===== src/rtl/sync_arith_unit.sv =====
// -----------------------------------------------------------------------------
// sync_arith_unit
//   Registered single-cycle arithmetic leaf for BITS-wide two's-complement
//   operands. One-cycle latency, no handshake, a new op may issue every cycle.
//
//   Ports:
//     i_clk     in   1     clock, rising edge
//     i_reset   in   1     synchronous active-high reset (clears outputs)
//     i_arg_A   in   BITS  operand A
//     i_arg_B   in   BITS  operand B (ignored by NEG)
//     i_op      in   2     00 ADD, 01 SUB, 10 SLT (signed), 11 NEG
//     o_result  out  BITS  registered result
//     o_status  out  4     registered flags {PAR, NEG, ZERO, OVF}
//
//   Build option:
//     ARITH_SATURATE_EN  when defined, overflowing ADD/SUB/NEG clamp to the
//                        most-positive / most-negative value instead of
//                        wrapping. OVF stays set; the other flags follow the
//                        clamped value.
// -----------------------------------------------------------------------------
module sync_arith_unit #(
    parameter int BITS = 32
) (
    input  logic            i_clk,
    input  logic            i_reset,
    input  logic [BITS-1:0] i_arg_A,
    input  logic [BITS-1:0] i_arg_B,
    input  logic [1:0]      i_op,
    output logic [BITS-1:0] o_result,
    output logic [3:0]      o_status
);

    typedef enum logic [1:0] {
        OP_ADD = 2'b00,
        OP_SUB = 2'b01,
        OP_SLT = 2'b10,
        OP_NEG = 2'b11
    } op_e;

    localparam logic [BITS-1:0] MAX_POS = {1'b0, {(BITS-1){1'b1}}};
    localparam logic [BITS-1:0] MAX_NEG = {1'b1, {(BITS-1){1'b0}}};

    logic [BITS-1:0] sum, diff, negv, raw, fin;
    logic            a_s, b_s, slt, ovf;

    assign a_s  = i_arg_A[BITS-1];
    assign b_s  = i_arg_B[BITS-1];
    assign sum  = i_arg_A + i_arg_B;
    assign diff = i_arg_A - i_arg_B;
    assign negv = '0 - i_arg_A;
    assign slt  = $signed(i_arg_A) < $signed(i_arg_B);

    always_comb begin
        raw = sum;
        ovf = 1'b0;
        case (op_e'(i_op))
            OP_ADD: begin
                raw = sum;
                ovf = (a_s == b_s) && (sum[BITS-1] != a_s);
            end
            OP_SUB: begin
                raw = diff;
                ovf = (a_s != b_s) && (diff[BITS-1] != a_s);
            end
            OP_SLT: begin
                raw = {{(BITS-1){1'b0}}, slt};
                ovf = 1'b0;
            end
            OP_NEG: begin
                raw = negv;
                ovf = (i_arg_A == MAX_NEG);
            end
            default: begin
                raw = sum;
                ovf = 1'b0;
            end
        endcase
    end

`ifdef ARITH_SATURATE_EN
    // On ADD/SUB overflow the true result carries A's sign; NEG can only
    // overflow on the most-negative input, whose true negation is positive.
    logic sat_to_neg;
    assign sat_to_neg = a_s && (op_e'(i_op) != OP_NEG);
    assign fin = !ovf ? raw : (sat_to_neg ? MAX_NEG : MAX_POS);
`else
    assign fin = raw;
`endif

    always_ff @(posedge i_clk) begin
        if (i_reset) begin
            o_result <= '0;
            o_status <= '0;
        end else begin
            o_result <= fin;
            o_status <= {^fin, fin[BITS-1], (fin == '0), ovf};
        end
    end

endmodule


===== config.mk =====
export PLATFORM = sky130hd
export DESIGN_NAME = sync_arith_unit
export DESIGN_NICKNAME = d
export VERILOG_FILES = /design/src/rtl/sync_arith_unit.sv
export SDC_FILE = /design/constraint.sdc
export NUM_CORES = 1
export LEC_CHECK = 0
export BUFFER_PORTS_ARGS = -buffer_cell sky130_fd_sc_hd__buf_2
export CORE_MARGIN = 5
export CORE_UTILIZATION = 50
export CTS_CLUSTER_DIAMETER = 60
export CTS_CLUSTER_SIZE = 16
export DETAILED_ROUTE_END_ITERATION = 10
export PLACE_DENSITY = 0.73
export SYNTH_ARGS = -nofsm -noshare
export SYNTH_HDL_FRONTEND = slang
export SYNTH_SLANG_ARGS = --single-unit

===== constraint.sdc =====
create_clock -name i_clk -period 5.63 [get_ports i_clk]
set_clock_uncertainty 0.15 [all_clocks]
set_input_delay 0.2815 -clock i_clk [delete_from_list [all_inputs] [get_ports i_clk]]
set_output_delay 0.2815 -clock i_clk [all_outputs]
set_load 0.1 [all_outputs]

# ---- After elaboration in Yosys (flattened, before gate mapping)
# Cells that the tools add are included.
dict set report totals {
  in_bits 68
  out_inout_bits 36
  reg_bits 36
  word_cells 21
}
dict set report op_classes {
  n_mux 2
  magnitude_cmp 1
  n_reduce_logical 5
  n_addsub 3
  n_eq_ne 8
}
# op count
set ops {}
lappend ops {{$pmux 32 s4} 1}
lappend ops {{$add 32x32->32} 1}
lappend ops {{$eq 32x32->1 const B} 1}
lappend ops {{$logic_not 32->1} 1}
lappend ops {{$lt 32x32->1} 1}
lappend ops {{$reduce_xor 32->1} 1}
lappend ops {{$sub 1x32->32 const A} 1}
lappend ops {{$sub 32x32->32} 1}
lappend ops {{$eq 2x2->1 const B} 2}
lappend ops {{$pmux 1 s4} 1}
lappend ops {{$ne 1x1->1} 3}
lappend ops {{$eq 2x1->1 const B} 1}
lappend ops {{$logic_and 1x1->1} 2}
lappend ops {{$logic_not 2->1} 1}
lappend ops {{$eq 1x1->1} 1}

# ---- Depth between registers and ports, before layout
# Gate-level depths: netlist (run 1).
dict set report depth {
  depth_word 4
  mapped_depth 18
  ltp_nobuf 18
}

# ---- Least setup slack after synthesis (run 1)
# Ideal clock, no wire load.
dict set report synth_timing {
  path_kind {input to register}
  start {in i_arg_B[5]}
  end {reg o_status[3]}
  t_required_ns 5.352
  setup_slack_ns 1.422
  stages 18
  t_arrival_ns 3.931
  n_path_buf 1
  setup_ns 0.128
  cell_sequence {inv_1 -> ha_1 -> clkbuf_1 -> o21ai_0 -> a211oi_1 -> o2111ai_1 -> a2111oi_0 -> o311ai_0 -> nor3_1 -> o221ai_1 -> o311a_1 -> and2_1 -> ha_1 -> xnor2_1 -> xnor2_1 -> xnor2_1 -> xnor2_1 -> nor2_1}
}
dict set report synth_between {
  elab_chain_cells 3
  word_cells_on_any_way 5
  classes_between {add/sub: 2; order compare: 1; mux: 1; reduce/logical: 1}
}
# item line
set synth_lines {}
lappend synth_lines {{start, declared} 27} ;# input logic [BITS-1:0] i_arg_B,
lappend synth_lines {{$sub 32x32->32, or another cell as far along} 49} ;# assign diff = i_arg_A - i_arg_B;
lappend synth_lines {{$pmux 32 s4 (*)} 56} ;# case (op_e'(i_op))
lappend synth_lines {{$reduce_xor 32->1 (*)} 96} ;# o_status <= {^fin, fin[BITS-1], (fin == '0), ovf};
lappend synth_lines {{end signal, assigned} 96}
lappend synth_lines {{end, declared} 30} ;# output logic [3:0] o_status
# Mark *: on every way between the ends. The rest lies on a longest branch, timed or not.
# A chain may end at the register's enable or synchronous reset.

# ---- Worst setup path after layout (run 1)
dict set report layout_timing {
  start {in i_arg_A[0]}
  end {reg o_status[3]}
}
dict set report layout_between {
  elab_chain_cells 3
  word_cells_on_any_way 6
  classes_between {add/sub: 3; order compare: 1; mux: 1; reduce/logical: 1}
}
# item line
set layout_lines {}
lappend layout_lines {{start, declared} 26} ;# input logic [BITS-1:0] i_arg_A,
lappend layout_lines {{$sub 1x32->32, or another cell as far along} 50} ;# assign negv = '0 - i_arg_A;
lappend layout_lines {{$pmux 32 s4 (*)} 56}
lappend layout_lines {{$reduce_xor 32->1 (*)} 96}
# Marks and branches as above.

==> results.md, run 1 <==
| Stage | Quantity | Value |
| --- | --- | --- |
| run status | Status | finished clean |
| worst setup path | Crit start category | input port |
| synthesis | Mapped Cells | 812 |
| route | Remaining routing DRC violations | 0 |
| cts | CTS tree | done |
| power and ir drop | Maximum ir drop on the vdd rail | 378 uV |
| placed design | DP HPWL | 14.8 mm |
| synthesis | Flops & latches, synth | 35 |
| timing | Part of the cycle the worst path needs | 82.7% |
| global routing | Grt total ovfl | 0 |
| worst setup path | Capturing element type of the critical path | flip-flop |
| cts | Total clock buffers created by CTS | 5 |
| final layout | Area taken by flip-flops and latches | 701 um2 |
| power and ir drop | Part of the total power dissipated in sequential elements | 18.4% |
| timing | Post-layout min period | 4.66 ns |
| route | Remaining antenna violation count after routing | 0 |
| die | Core Rows | 39 |
| power and ir drop | Power density over the cells | 235 nW/um2 |
| cts | Hold_buf cts | 0 |
| global routing | Number of global-route vias before repair | 5,698 |
| route | Vias per std cell | 6.17 |
| die | Initial Util | 50.7% |
| flow run | Maxcap violations | 0 |
| final layout | Synth-to-Final Area Change | 13.0% |
| die | Vertical die dimension | 117 um |
| timing | Count of endpoints failing hold in the final timing report | 0 |
| cts | # resized after CTS | 0 |
| cts | Number of buffers added for setup after CTS | 0 |
| synthesis | Sequential area share after synthesis | 12.2% |
| worst setup path | Critical path required time | 5.62 ns |
| final layout | Multi-input combinational cell area | 4630 um2 |
| timing | Min setup slack post-route | 0.972 ns |
| power and ir drop | Leak pwr | 2.89 nW |
| synthesis | Number of flops mapped to enable cells by yosys | 0 |
| timing | Unrepaired setup endpoints after global routing | no |
| synthesis | Dominant synthesized flop cell | sky130_fd_sc_hd__dfxtp_1 |
| placed design | GP Congestion | 1.04 |
| power and ir drop | Proportion of power drawn by combinational gates | 61.0% |
| synthesis | Syn Nets | 962 |
| die | Die ar. | 13,700 um2 |
| cts | Number of H-tree branching levels | 2 |
| final layout | Layout Nets | 1,037 |
| cts | CTS clk-pin slew, worst paths | 0.05 ns |
| synthesis | Synthesized area | 5740 um2 |
| placed design | Post-placement worst setup slack | 0.725 ns |
| final layout | Non-filler instance count after layout | 1,031 |
| global routing | Largest net degree at the start of global routing | 53 |
| global routing | Global-route wire length before repair | 29.0 mm |
| route | Number of DRC markers after the initial detailed-route iteration | 658 |
| global routing | Aggregate global-route resource usage | 26.1% |
| die | IO Pins | 104 |
| timing | Setup TNS | 0 ns |
| synthesis | Synthesized area per cell | 7.07 um2 |
| timing | Transition time of the tightest slew-check pin | 0.796 ns |
| final layout | Number of diodes | 0 |
| timing | Highest achievable clock rate | 0.215 GHz |
| min path | Worst min-delay path category | input port to flip-flop |
| synthesis | Cell variety after synth | 68 |
| die | Placeable core region | 11,300 um2 |
| route | Total wire length | 18.3 mm |
| final layout | Most frequent cells in the layout | 104 x sky130_fd_sc_hd__nor2_1, 103 x sky130_fd_sc_hd__buf_2, 80 x sky130_fd_sc_hd__ha_1, 66 x sky130_fd_sc_hd__a21oi_1, 64 x sky130_fd_sc_hd__inv_1 |
| final layout | FILL cells | 1,117 |
| timing | Headroom to the max-slew limit | 45.6% |
| cts | Clock root buffer | sky130_fd_sc_hd__clkbuf_16 |
| power and ir drop | Part of the power in the clock network | 20.6% |
| worst setup path | Worst Path Arrival | 4.65 ns |
| synthesis | Warnings, synthesis | 0 |
| power and ir drop | Switching Fraction | 46.8% |
| final layout | Most common library cell in the layout ignoring fill and taps | sky130_fd_sc_hd__nor2_1 |
| die | Horizontal extent of the die | 117 um |
| final layout | Layout cells sized above 1 | 14.8% |
| power and ir drop | Total net switching power | 0.714 mW |
| cts | Clock net sink count | 35 |
| route | Total via count in the routed design | 6,364 |
| synthesis | Asr flop ratio synth | 0% |
| placed design | DP Cell Count | 1,023 |
| route | Average wire length per cell after detail routing | 17.7 um |
| placed design | Port Buffer Count | 103 |
| power and ir drop | Internal power | 0.812 mW |
| worst setup path | Crit path max fanout | 5 |
| worst setup path | Worst setup path class | input port to flip-flop |
| cts | Largest buffer count on any clock path | 2 |
| global routing | Antenna violations before repair | 0 |
| route | Detailed Routing Iterations Pass 1 | 6 |
| timing | Slew Viols, Final | 0 |
| timing | Setup violations, final | 0 |
sequential cells by signal, indices dropped and copies added (netlist names):
signal and flops:
o_status 4, o_result 31
cells by family after synthesis:
family          synth area share, %
fa+ha+maj                      18.1
xor+xnor                       9.61
mux                            1.42
simple gates                   23.3
buf+inv                        7.23
flops                          12.2
compound gates                 28.1
worst max-delay path: stages:
cell	delay, ns
sky130_fd_sc_hd__buf_2	0.10
sky130_fd_sc_hd__inv_1	0.07
sky130_fd_sc_hd__ha_1	0.23
sky130_fd_sc_hd__fa_1	0.38
sky130_fd_sc_hd__nor2b_1	0.17
sky130_fd_sc_hd__o211ai_1	0.17
sky130_fd_sc_hd__a2111oi_0	0.75
sky130_fd_sc_hd__o21ai_0	0.36
sky130_fd_sc_hd__a31oi_1	0.48
sky130_fd_sc_hd__nor4_1	0.09
sky130_fd_sc_hd__a221o_1	0.27
sky130_fd_sc_hd__a211oi_1	0.29
sky130_fd_sc_hd__ha_1	0.31
sky130_fd_sc_hd__xor2_1	0.17
sky130_fd_sc_hd__xnor2_1	0.19
sky130_fd_sc_hd__xnor2_1	0.15
sky130_fd_sc_hd__xnor2_1	0.13
sky130_fd_sc_hd__nor2_1	0.05
stage by stage:
stage	util, %	instance area [um2]	total power, mW	hold slack, ns
2_1_floorplan	-	5740	1.00	0.348
3_3_place_gp	55.8	6320	1.20	0.505
5_1_grt	57.4	6490	1.62	0.255
4_1_cts	57.4	6490	1.52	0.221
6_report	57.4	6490	1.53	0.220
3_5_place_dp	55.8	6320	1.20	0.508
path summary, 6_finish.rpt:
| kind | endpoint | slack (ns) | startpoint | cells after the start |
|---|---|---|---|---|
| worst max-delay path | o_status[3]$_SDFF_PP0_ | 0.97 | i_arg_A[0] | 18 |
| worst min-delay path | o_status[0]$_SDFF_PP0_ | 0.22 | i_arg_A[31] | 3 |
layout make-up:
| cell class | count | area share (%) |
|---|---|---|
| Clock inverter | 2 | 0.539 |
| Sequential cell | 35 | 10.8 |
| Timing Repair Buffer | 110 | 8.75 |
| Inverter | 65 | 3.76 |
| Tap cell | 143 | 2.76 |
| Multi-Input combinational cell | 670 | 71.3 |
| Clock buffer | 6 | 2.14 |
synthesized netlist by cell type, types with 6 or more instances:
cell                         n  area (um2)
sky130_fd_sc_hd__a21oi_1    66         330
sky130_fd_sc_hd__a21o_1      9        67.6
sky130_fd_sc_hd__a22oi_1    22         165
sky130_fd_sc_hd__nor3_1     23         115
sky130_fd_sc_hd__nand3_1    20         100
sky130_fd_sc_hd__a211oi_1   14         105
sky130_fd_sc_hd__dfxtp_1    35         701
sky130_fd_sc_hd__inv_1      64         240
sky130_fd_sc_hd__nand2b_1    7        43.8
sky130_fd_sc_hd__xor2_1     12         105
sky130_fd_sc_hd__nand2_1    39         146
sky130_fd_sc_hd__o21ai_0    40         200
sky130_fd_sc_hd__nor2_1    104         390
sky130_fd_sc_hd__clkbuf_1   36         135
sky130_fd_sc_hd__nor4_1     20         125
sky130_fd_sc_hd__or2_2       6        37.5
sky130_fd_sc_hd__o31ai_1    13        97.6
sky130_fd_sc_hd__nand4_1     6        37.5
sky130_fd_sc_hd__nor2b_1    15        93.8
sky130_fd_sc_hd__ha_1       80        1000
sky130_fd_sc_hd__o211ai_1    8        60.1
sky130_fd_sc_hd__or3_1       8        50.1
sky130_fd_sc_hd__xnor2_1    51         447
sky130_fd_sc_hd__a31oi_1    12        75.1
sky130_fd_sc_hd__and2_1      6        37.5
sky130_fd_sc_hd__mux2i_1     7        70.1
layer usage:
metal	up-vias	GRT usage [%]	part of all wire (%)
met2	383	40.5	42
met4	0	4.89	1.8
met3	35	3.91	12
met5	-	0	0
met1	2854	38.5	44
li1	3092	-	-
power by group through the flow:
stage          Combinational [mW]  Sequential [mW]  Clock, mW
6_report                    0.931            0.281      0.314
5_1_grt                      1.00            0.283      0.330
4_1_cts                     0.918            0.281      0.317
3_5_place_dp                0.914            0.286          0
3_3_place_gp                0.912            0.286          0
2_1_floorplan               0.530            0.471          0
(Power assumes the default switching activity.)
==> run 2: changes to the inputs <==
==> constraint.sdc (replaced) <==
create_clock -name i_clk -period 4.8 [get_ports i_clk]
set_clock_uncertainty 0.15 [all_clocks]
set_input_delay 0.24 -clock i_clk [delete_from_list [all_inputs] [get_ports i_clk]]
set_output_delay 0.24 -clock i_clk [all_outputs]
set_load 0.1 [all_outputs]
==> run 2 against run 1 <==
  * Sequential power is 17% higher
  * Count of clock-buffer cells in the layout decreased by 1
  * Global-route usage grew 0.45 points
  * Cell area grew 1.2%
  * Hold slack lost 0.037 ns
  * Critical endpoint unchanged
==> results.md, run 2 (synthesis results as in run 1) <==
| Stage | Quantity | Value | Delta |
| --- | --- | --- | --- |
| flow run | Maxcap violations | 0 | unchanged |
| worst setup path | Crit. Startpoint | i_arg_A[0] | unchanged |
| final layout | Max reg flops | 31 | unchanged |
| final layout | Number of diodes | 0 | unchanged |
| timing | Tightest hold margin | 0.183 ns | was 0.220 ns |
| timing | Setup TNS | 0 ns | unchanged |
| global routing | Largest net degree at the start of global routing | 35 | was 53 |
| power and ir drop | Leak pwr | 2.94 nW | was 2.89 nW |
| worst setup path | Critical path required time | 4.79 ns | was 5.62 ns |
| power and ir drop | Power density over the cells | 267 nW/um2 | was 235 nW/um2 |
| die | Core Rows | 39 | unchanged |
| cts | Clock root buffer | sky130_fd_sc_hd__clkbuf_16 | unchanged |
| route | Vias per std cell | 6.16 | was 6.17 |
| final layout | Layout Nets | 1,049 | was 1,037 |
| power and ir drop | Maximum ir drop on the vdd rail | 386 uV | was 378 uV |
| die | Die ar. | 13,700 um2 | unchanged |
| worst setup path | Crit start category | input port | unchanged |
| die | Vertical die dimension | 117 um | unchanged |
| placed design | GP Congestion | 1.01 | was 1.04 |
| cts | Hold_buf cts | 0 | unchanged |
| global routing | Number of global-route vias before repair | 5,866 | was 5,698 |
| cts | Number of buffers added for setup after CTS | 0 | unchanged |
| timing | Post-layout min period | 4.49 ns |  |
| global routing | Global-route wire length before repair | 29.5 mm | was 29.0 mm |
| route | Met2 Wirelength | 7.95 mm | was 7.71 mm |
| route | Total via count in the routed design | 6,428 | was 6,364 |
| worst setup path | Worst setup path class | input port to flip-flop | unchanged |
| cts | Clock net sink count | 35 | unchanged |
| cts | # resized after CTS | 0 | unchanged |
| timing | Count of endpoints failing hold in the final timing report | 0 | unchanged |
| route | Highest metal layer with signal wires | met4 | unchanged |
| global routing | Antenna violations before repair | 0 | unchanged |
| final layout | Synth-to-Final Area Change | 14.4% | was 13.0% |
| cts | Largest buffer count on any clock path | 2 | unchanged |
| timing | Transition time of the tightest slew-check pin | 0.713 ns | was 0.796 ns |
| route | Routed length on met1 | 8.29 mm | was 8.09 mm |
| run status | Status | finished clean | unchanged |
| timing | Unrepaired setup endpoints after global routing | no | unchanged |
| min path | WHS Path Cells | 3 | unchanged |
| cts | Number of H-tree branching levels | 2 | unchanged |
| worst setup path | Capturing element type of the critical path | flip-flop | unchanged |
| global routing | Aggregate global-route resource usage | 26.6% | was 26.1% |
| final layout | Largest register by flop count | o_result | unchanged |
| route | Number of DRC markers after the initial detailed-route iteration | 646 | was 658 |
| route | Average wire length per cell after detail routing | 17.8 um | was 17.7 um |
| final layout | Area taken by flip-flops and latches | 701 um2 | unchanged |
| timing | Part of the cycle the worst path needs | 93.5% |  |
| final layout | Largest registers in the final layout | o_result x31, o_status x4 | unchanged |
| timing | Highest achievable clock rate | 0.223 GHz |  |
| worst setup path | Worst Path Arrival | 4.48 ns | was 4.65 ns |
| cts | CTS clk-pin slew, worst paths | 0.06 ns | was 0.05 ns |
| route | Total wire length | 18.5 mm | was 18.3 mm |
| final layout | FILL cells | 1,141 | was 1,117 |
| route | Remaining routing DRC violations | 0 | unchanged |
| placed design | DP HPWL | 15.0 mm | was 14.8 mm |
| final layout | Most frequent cells in the layout | 104 x sky130_fd_sc_hd__nor2_1, 103 x sky130_fd_sc_hd__buf_2, 80 x sky130_fd_sc_hd__ha_1, 66 x sky130_fd_sc_hd__a21oi_1, 64 x sky130_fd_sc_hd__inv_1 | unchanged |
| route | Remaining antenna violation count after routing | 0 | unchanged |
| min path | Worst-case hold path end point | o_status[0]$_SDFF_PP0_ | unchanged |
| final layout | Most common library cell in the layout ignoring fill and taps | sky130_fd_sc_hd__nor2_1 | unchanged |
| die | Initial Util | 50.7% | unchanged |
| worst setup path | Crit path max fanout | 4 | was 5 |
| timing | Slew Viols, Final | 0 | unchanged |
| global routing | Grt total ovfl | 0 | unchanged |
| route | Detailed Routing Iterations Pass 1 | 6 | unchanged |
| min path | Worst min-delay path category | input port to flip-flop | unchanged |
| die | Placeable core region | 11,300 um2 | unchanged |
| die | Horizontal extent of the die | 117 um | unchanged |
| cts | CTS tree | done | unchanged |
| final layout | Layout cells sized above 1 | 15.9% | was 14.8% |
| final layout | Multi-input combinational cell area | 4630 um2 | unchanged |
| timing | Headroom to the max-slew limit | 52.0% | was 45.6% |
| route | DR WL met3 | 1.90 mm | was 2.14 mm |
| min path | Hold Crit Start | i_arg_A[31] | unchanged |
| timing | Setup violations, final | 0 | unchanged |
| die | IO Pins | 104 | unchanged |
| cts | Total clock buffers created by CTS | 5 | unchanged |
| placed design | Port Buffer Count | 103 | unchanged |
run 2: how the worst max path moves through the flow:
stage	endpoint	slack, ns	cells past startpoint
6_report	o_status[3]$_SDFF_PP0_	0.31	20
5_1_grt	o_status[1]$_SDFF_PP0_	0.12	18
4_1_cts	o_status[3]$_SDFF_PP0_	0.44	20
2_1_floorplan	o_status[3]$_SDFF_PP0_	0.63	18
3_5_place_dp	o_status[3]$_SDFF_PP0_	0.20	20
3_3_place_gp	o_status[3]$_SDFF_PP0_	0.16	20
run 2: per-stage QoR:
step           worst slack, ns  cell area [um2]  util [%]  cells  power [mW]
2_1_floorplan            0.633             5740         -    812        1.17
3_3_place_gp             0.160             6420      56.7   1035        1.42
3_5_place_dp             0.199             6420      56.7   1035        1.42
4_1_cts                  0.444             6570      58.0   1043        1.74
5_1_grt                  0.123             6570      58.0   1043        1.86
6_report                 0.314             6570      58.0   1043        1.75
run 2: cell type report:
cell class	instances	share of cell area [%]
Sequential cell	35	10.7
Inverter	65	3.71
Timing Repair Buffer	122	10.2
Clock inverter	3	0.362
Multi-Input combinational cell	670	70.4
Tap cell	143	2.72
Clock buffer	5	1.90
run 2: per-layer routing:
metal | GRT usage [%] | vias to the layer above
li1 | - | 3111
met1 | 38.8 | 2910
met2 | 41.0 | 369
met3 | 3.24 | 38
met4 | 7.49 | 0
met5 | 0 | -
run 2: power by group:
part           internal [mW]  switching (mW)
Clock                  0.193           0.122
Combinational          0.385           0.724
Sequential             0.322         0.00656
run 2: critical path, stage by stage:
cell and delay (ns):
sky130_fd_sc_hd__buf_2 0.11, sky130_fd_sc_hd__inv_1 0.09, sky130_fd_sc_hd__ha_1 0.23, sky130_fd_sc_hd__fa_1 0.41
sky130_fd_sc_hd__nor2b_1 0.18, sky130_fd_sc_hd__o211ai_1 0.16, sky130_fd_sc_hd__a2111oi_0 0.54, sky130_fd_sc_hd__buf_4 0.22
sky130_fd_sc_hd__o21ai_0 0.21, sky130_fd_sc_hd__a31oi_1 0.35, sky130_fd_sc_hd__o2111a_1 0.21, sky130_fd_sc_hd__o22ai_1 0.12
sky130_fd_sc_hd__mux2i_1 0.30, sky130_fd_sc_hd__and2_1 0.20, sky130_fd_sc_hd__ha_1 0.24, sky130_fd_sc_hd__xnor2_1 0.19
sky130_fd_sc_hd__xnor2_1 0.15, sky130_fd_sc_hd__xnor2_1 0.15, sky130_fd_sc_hd__xnor2_1 0.14, sky130_fd_sc_hd__nor2_1 0.06
==> run 3: changes to the inputs <==
--- a/config.mk
+++ b/config.mk
@@ -6,7 +6,6 @@
 export NUM_CORES = 1
 export LEC_CHECK = 0
 export BUFFER_PORTS_ARGS = -buffer_cell sky130_fd_sc_hd__buf_2
-export CORE_MARGIN = 5
 export CORE_UTILIZATION = 50
 export CTS_CLUSTER_DIAMETER = 60
 export CTS_CLUSTER_SIZE = 16
==> run 3 against run 2 <==
  * Count of clock-buffer cells in the layout increased by 1
  * Sequential share of layout area about the same
  * Critical path depth shrank 2
  * Hold slack gained 0.0066 ns
  * Routed wire length is 3.5% lower
  * Utilization up 1.3 points
  * Non-clock buffer count down 2
  * Maximum frequency rose by 0.15%
  * Largest cell class unchanged
  * Combinational power hardly changed
  * Final cell count decreased by 0.58%
  * Via count barely moved
==> results.md, run 3 (synthesis results as in run 1) <==
| Stage | Quantity | Value | Delta |
| --- | --- | --- | --- |
| run status | Status | finished clean | unchanged |
| die | IO Pins | 104 | unchanged |
| die | Core Rows | 38 | was 39 |
| final layout | Layout cells sized above 1 | 15.8% | was 15.9% |
| worst setup path | Critical path required time | 4.78 ns | was 4.79 ns |
| timing | Count of endpoints failing hold in the final timing report | 0 | unchanged |
| final layout | Non-filler instance count after layout | 1,037 | was 1,043 |
| min path | WHS Path Cells | 3 | unchanged |
| cts | Clock root buffer | sky130_fd_sc_hd__clkbuf_16 | unchanged |
| final layout | Max reg flops | 31 | unchanged |
| timing | Tightest hold margin | 0.189 ns | was 0.183 ns |
| timing | Highest achievable clock rate | 0.223 GHz | about the same |
| cts | Clock net sink count | 35 | unchanged |
| final layout | Number of diodes | 0 | unchanged |
| placed design | Post-placement worst setup slack | -0.0268 ns | was 0.199 ns |
| final layout | End-of-flow core utilization | 59.3% | was 58.0% |
| timing | Min setup slack post-route | 0.321 ns | was 0.314 ns |
| placed design | DP HPWL | 14.4 mm | was 15.0 mm |
| route | Remaining antenna violation count after routing | 0 | unchanged |
| cts | Number of H-tree branching levels | 2 | unchanged |
| timing | Post-layout min period | 4.48 ns | was 4.49 ns |
| final layout | Most frequent cells in the layout | 104 x sky130_fd_sc_hd__nor2_1, 103 x sky130_fd_sc_hd__buf_2, 80 x sky130_fd_sc_hd__ha_1, 66 x sky130_fd_sc_hd__a21oi_1, 64 x sky130_fd_sc_hd__inv_1 | unchanged |
| die | Placeable core region | 11,000 um2 | was 11,300 um2 |
| cts | Number of buffers added for setup after CTS | 0 | unchanged |
| final layout | Synth-to-Final Area Change | 14.0% | was 14.4% |
| global routing | Largest net degree at the start of global routing | 53 | was 35 |
| timing | Part of the cycle the worst path needs | 93.3% | was 93.5% |
| timing | Setup violations, final | 0 | unchanged |
| global routing | Aggregate global-route resource usage | 29.9% | was 26.6% |
| final layout | Largest registers in the final layout | o_result x31, o_status x4 | unchanged |
| cts | Largest buffer count on any clock path | 2 | unchanged |
| global routing | Antenna violations before repair | 0 | unchanged |
| worst setup path | Crit start category | input port | unchanged |
| timing | Slew Viols, Final | 0 | unchanged |
| die | Vertical die dimension | 109 um | was 117 um |
| final layout | Most common library cell in the layout ignoring fill and taps | sky130_fd_sc_hd__nor2_1 | unchanged |
| final layout | Largest register by flop count | o_result | unchanged |
| route | Number of DRC markers after the initial detailed-route iteration | 607 | was 646 |
| worst setup path | Worst Path Arrival | 4.46 ns | was 4.48 ns |
| cts | CTS clk-pin slew, worst paths | 0.05 ns | was 0.06 ns |
| placed design | Port Buffer Count | 103 | unchanged |
| die | Die ar. | 11,900 um2 | was 13,700 um2 |
| die | Horizontal extent of the die | 109 um | was 117 um |
| cts | CTS tree | done | unchanged |
| global routing | Global-route wire length before repair | 28.2 mm | was 29.5 mm |
| worst setup path | Worst setup path class | input port to flip-flop | unchanged |
| route | Average wire length per cell after detail routing | 17.2 um | was 17.8 um |
| die | Initial Util | 52.1% | was 50.7% |
| power and ir drop | Power density over the cells | 267 nW/um2 | about the same |
| min path | Worst min-delay path category | input port to flip-flop | unchanged |
| route | Vias per std cell | 6.20 | was 6.16 |
| placed design | GP Congestion | 0.985 | was 1.01 |
| placed design | DP Cell Count | 1,030 | was 1,035 |
| route | Total via count in the routed design | 6,431 | was 6,428 |
| route | Remaining routing DRC violations | 0 | unchanged |
| timing | Setup TNS | 0 ns | unchanged |
| timing | Headroom to the max-slew limit | 53.8% | was 52.0% |
| global routing | Grt total ovfl | 0 | unchanged |
| worst setup path | Crit path max fanout | 8 | was 4 |
| cts | Total clock buffers created by CTS | 5 | unchanged |
| final layout | Layout Nets | 1,047 | was 1,049 |
| route | Detailed Routing Iterations Pass 1 | 5 | was 6 |
| route | Total wire length | 17.9 mm | was 18.5 mm |
| power and ir drop | Maximum ir drop on the vdd rail | 475 uV | was 386 uV |
| timing | Transition time of the tightest slew-check pin | 0.687 ns | was 0.713 ns |
| timing | Unrepaired setup endpoints after global routing | no | unchanged |
| flow run | Maxcap violations | 0 | unchanged |
| power and ir drop | Leak pwr | 2.93 nW | was 2.94 nW |
| worst setup path | Capturing element type of the critical path | flip-flop | unchanged |
| global routing | Number of global-route vias before repair | 5,587 | was 5,866 |
[run 3: changes by cell type in the layout (fill, tap and decap cells not counted)]
cell / change
sky130_fd_sc_hd__a2111oi_2: +1
sky130_fd_sc_hd__clkinvlp_4: -2
sky130_fd_sc_hd__clkinv_2: +1
sky130_fd_sc_hd__inv_6: -1
sky130_fd_sc_hd__a211oi_2: +1
sky130_fd_sc_hd__a2111oi_0: -1
sky130_fd_sc_hd__clkbuf_8: +1
sky130_fd_sc_hd__buf_4: -1
sky130_fd_sc_hd__a211oi_1: -1
sky130_fd_sc_hd__buf_12: -1
[run 3: path summary, 6_finish.rpt]
path | to | slack (ns) | start
worst max-delay path | o_status[3]$_SDFF_PP0_ | 0.32 | i_arg_A[5]
worst min-delay path | o_status[0]$_SDFF_PP0_ | 0.19 | i_arg_A[31]
[run 3: area by class of cell]
| class | instances | area [um2] |
|---|---|---|
| multi-input combinational | 670 | 4640 |
| fill | 1077 | 4480 |
| sequential | 35 | 701 |
| timing repair buffer | 120 | 643 |
| inverter | 65 | 244 |
| tap | 140 | 175 |
| clock buffer | 6 | 139 |
| clock inverter | 1 | 5.00 |
[run 3: stage by stage]
| step | instance area, um2 | power, mW |
|---|---|---|
| 2_1_floorplan | 5740 | 1.17 |
| 6_report | 6550 | 1.75 |
| 5_1_grt | 6550 | 1.86 |
| 4_1_cts | 6540 | 1.73 |
| 3_3_place_gp | 6390 | 1.42 |
| 3_5_place_dp | 6390 | 1.42 |
[run 3: timing repair]
item                       in CTS  in global routing
setup endpoints to repair       0                  1
hold buffers                    0                  0
gates resized for setup         0                  3
[run 3: per-layer routing]
layer | GRT usage, % | vias up | wire, um
met4 | 6.19 | 0 | 276
li1 | - | 3121 | -
met2 | 46.4 | 341 | 7740
met5 | 0 | - | 0
met1 | 44.5 | 2937 | 8070
met3 | 2.81 | 32 | 1790
[run 3: power by group]
group	total, mW	internal (mW)	switching (mW)
clock	0.303	0.202	0.102
combinational	1.11	0.382	0.731
sequential	0.329	0.323	0.00666
total	1.75	0.906	0.839
[run 3: critical path, cell delays in order]
cell and delay, ns:
sky130_fd_sc_hd__buf_2 0.15, sky130_fd_sc_hd__ha_1 0.45, sky130_fd_sc_hd__o21ai_0 0.27, sky130_fd_sc_hd__a211oi_2 0.31
sky130_fd_sc_hd__o2111ai_1 0.23, sky130_fd_sc_hd__a2111oi_2 0.44, sky130_fd_sc_hd__buf_4 0.18, sky130_fd_sc_hd__o311ai_0 0.19
sky130_fd_sc_hd__nor3_1 0.29, sky130_fd_sc_hd__o221ai_1 0.21, sky130_fd_sc_hd__o311a_1 0.36, sky130_fd_sc_hd__and2_1 0.16
sky130_fd_sc_hd__ha_1 0.28, sky130_fd_sc_hd__xnor2_1 0.18, sky130_fd_sc_hd__xnor2_1 0.15, sky130_fd_sc_hd__xnor2_1 0.15
sky130_fd_sc_hd__xnor2_1 0.14, sky130_fd_sc_hd__nor2_1 0.06
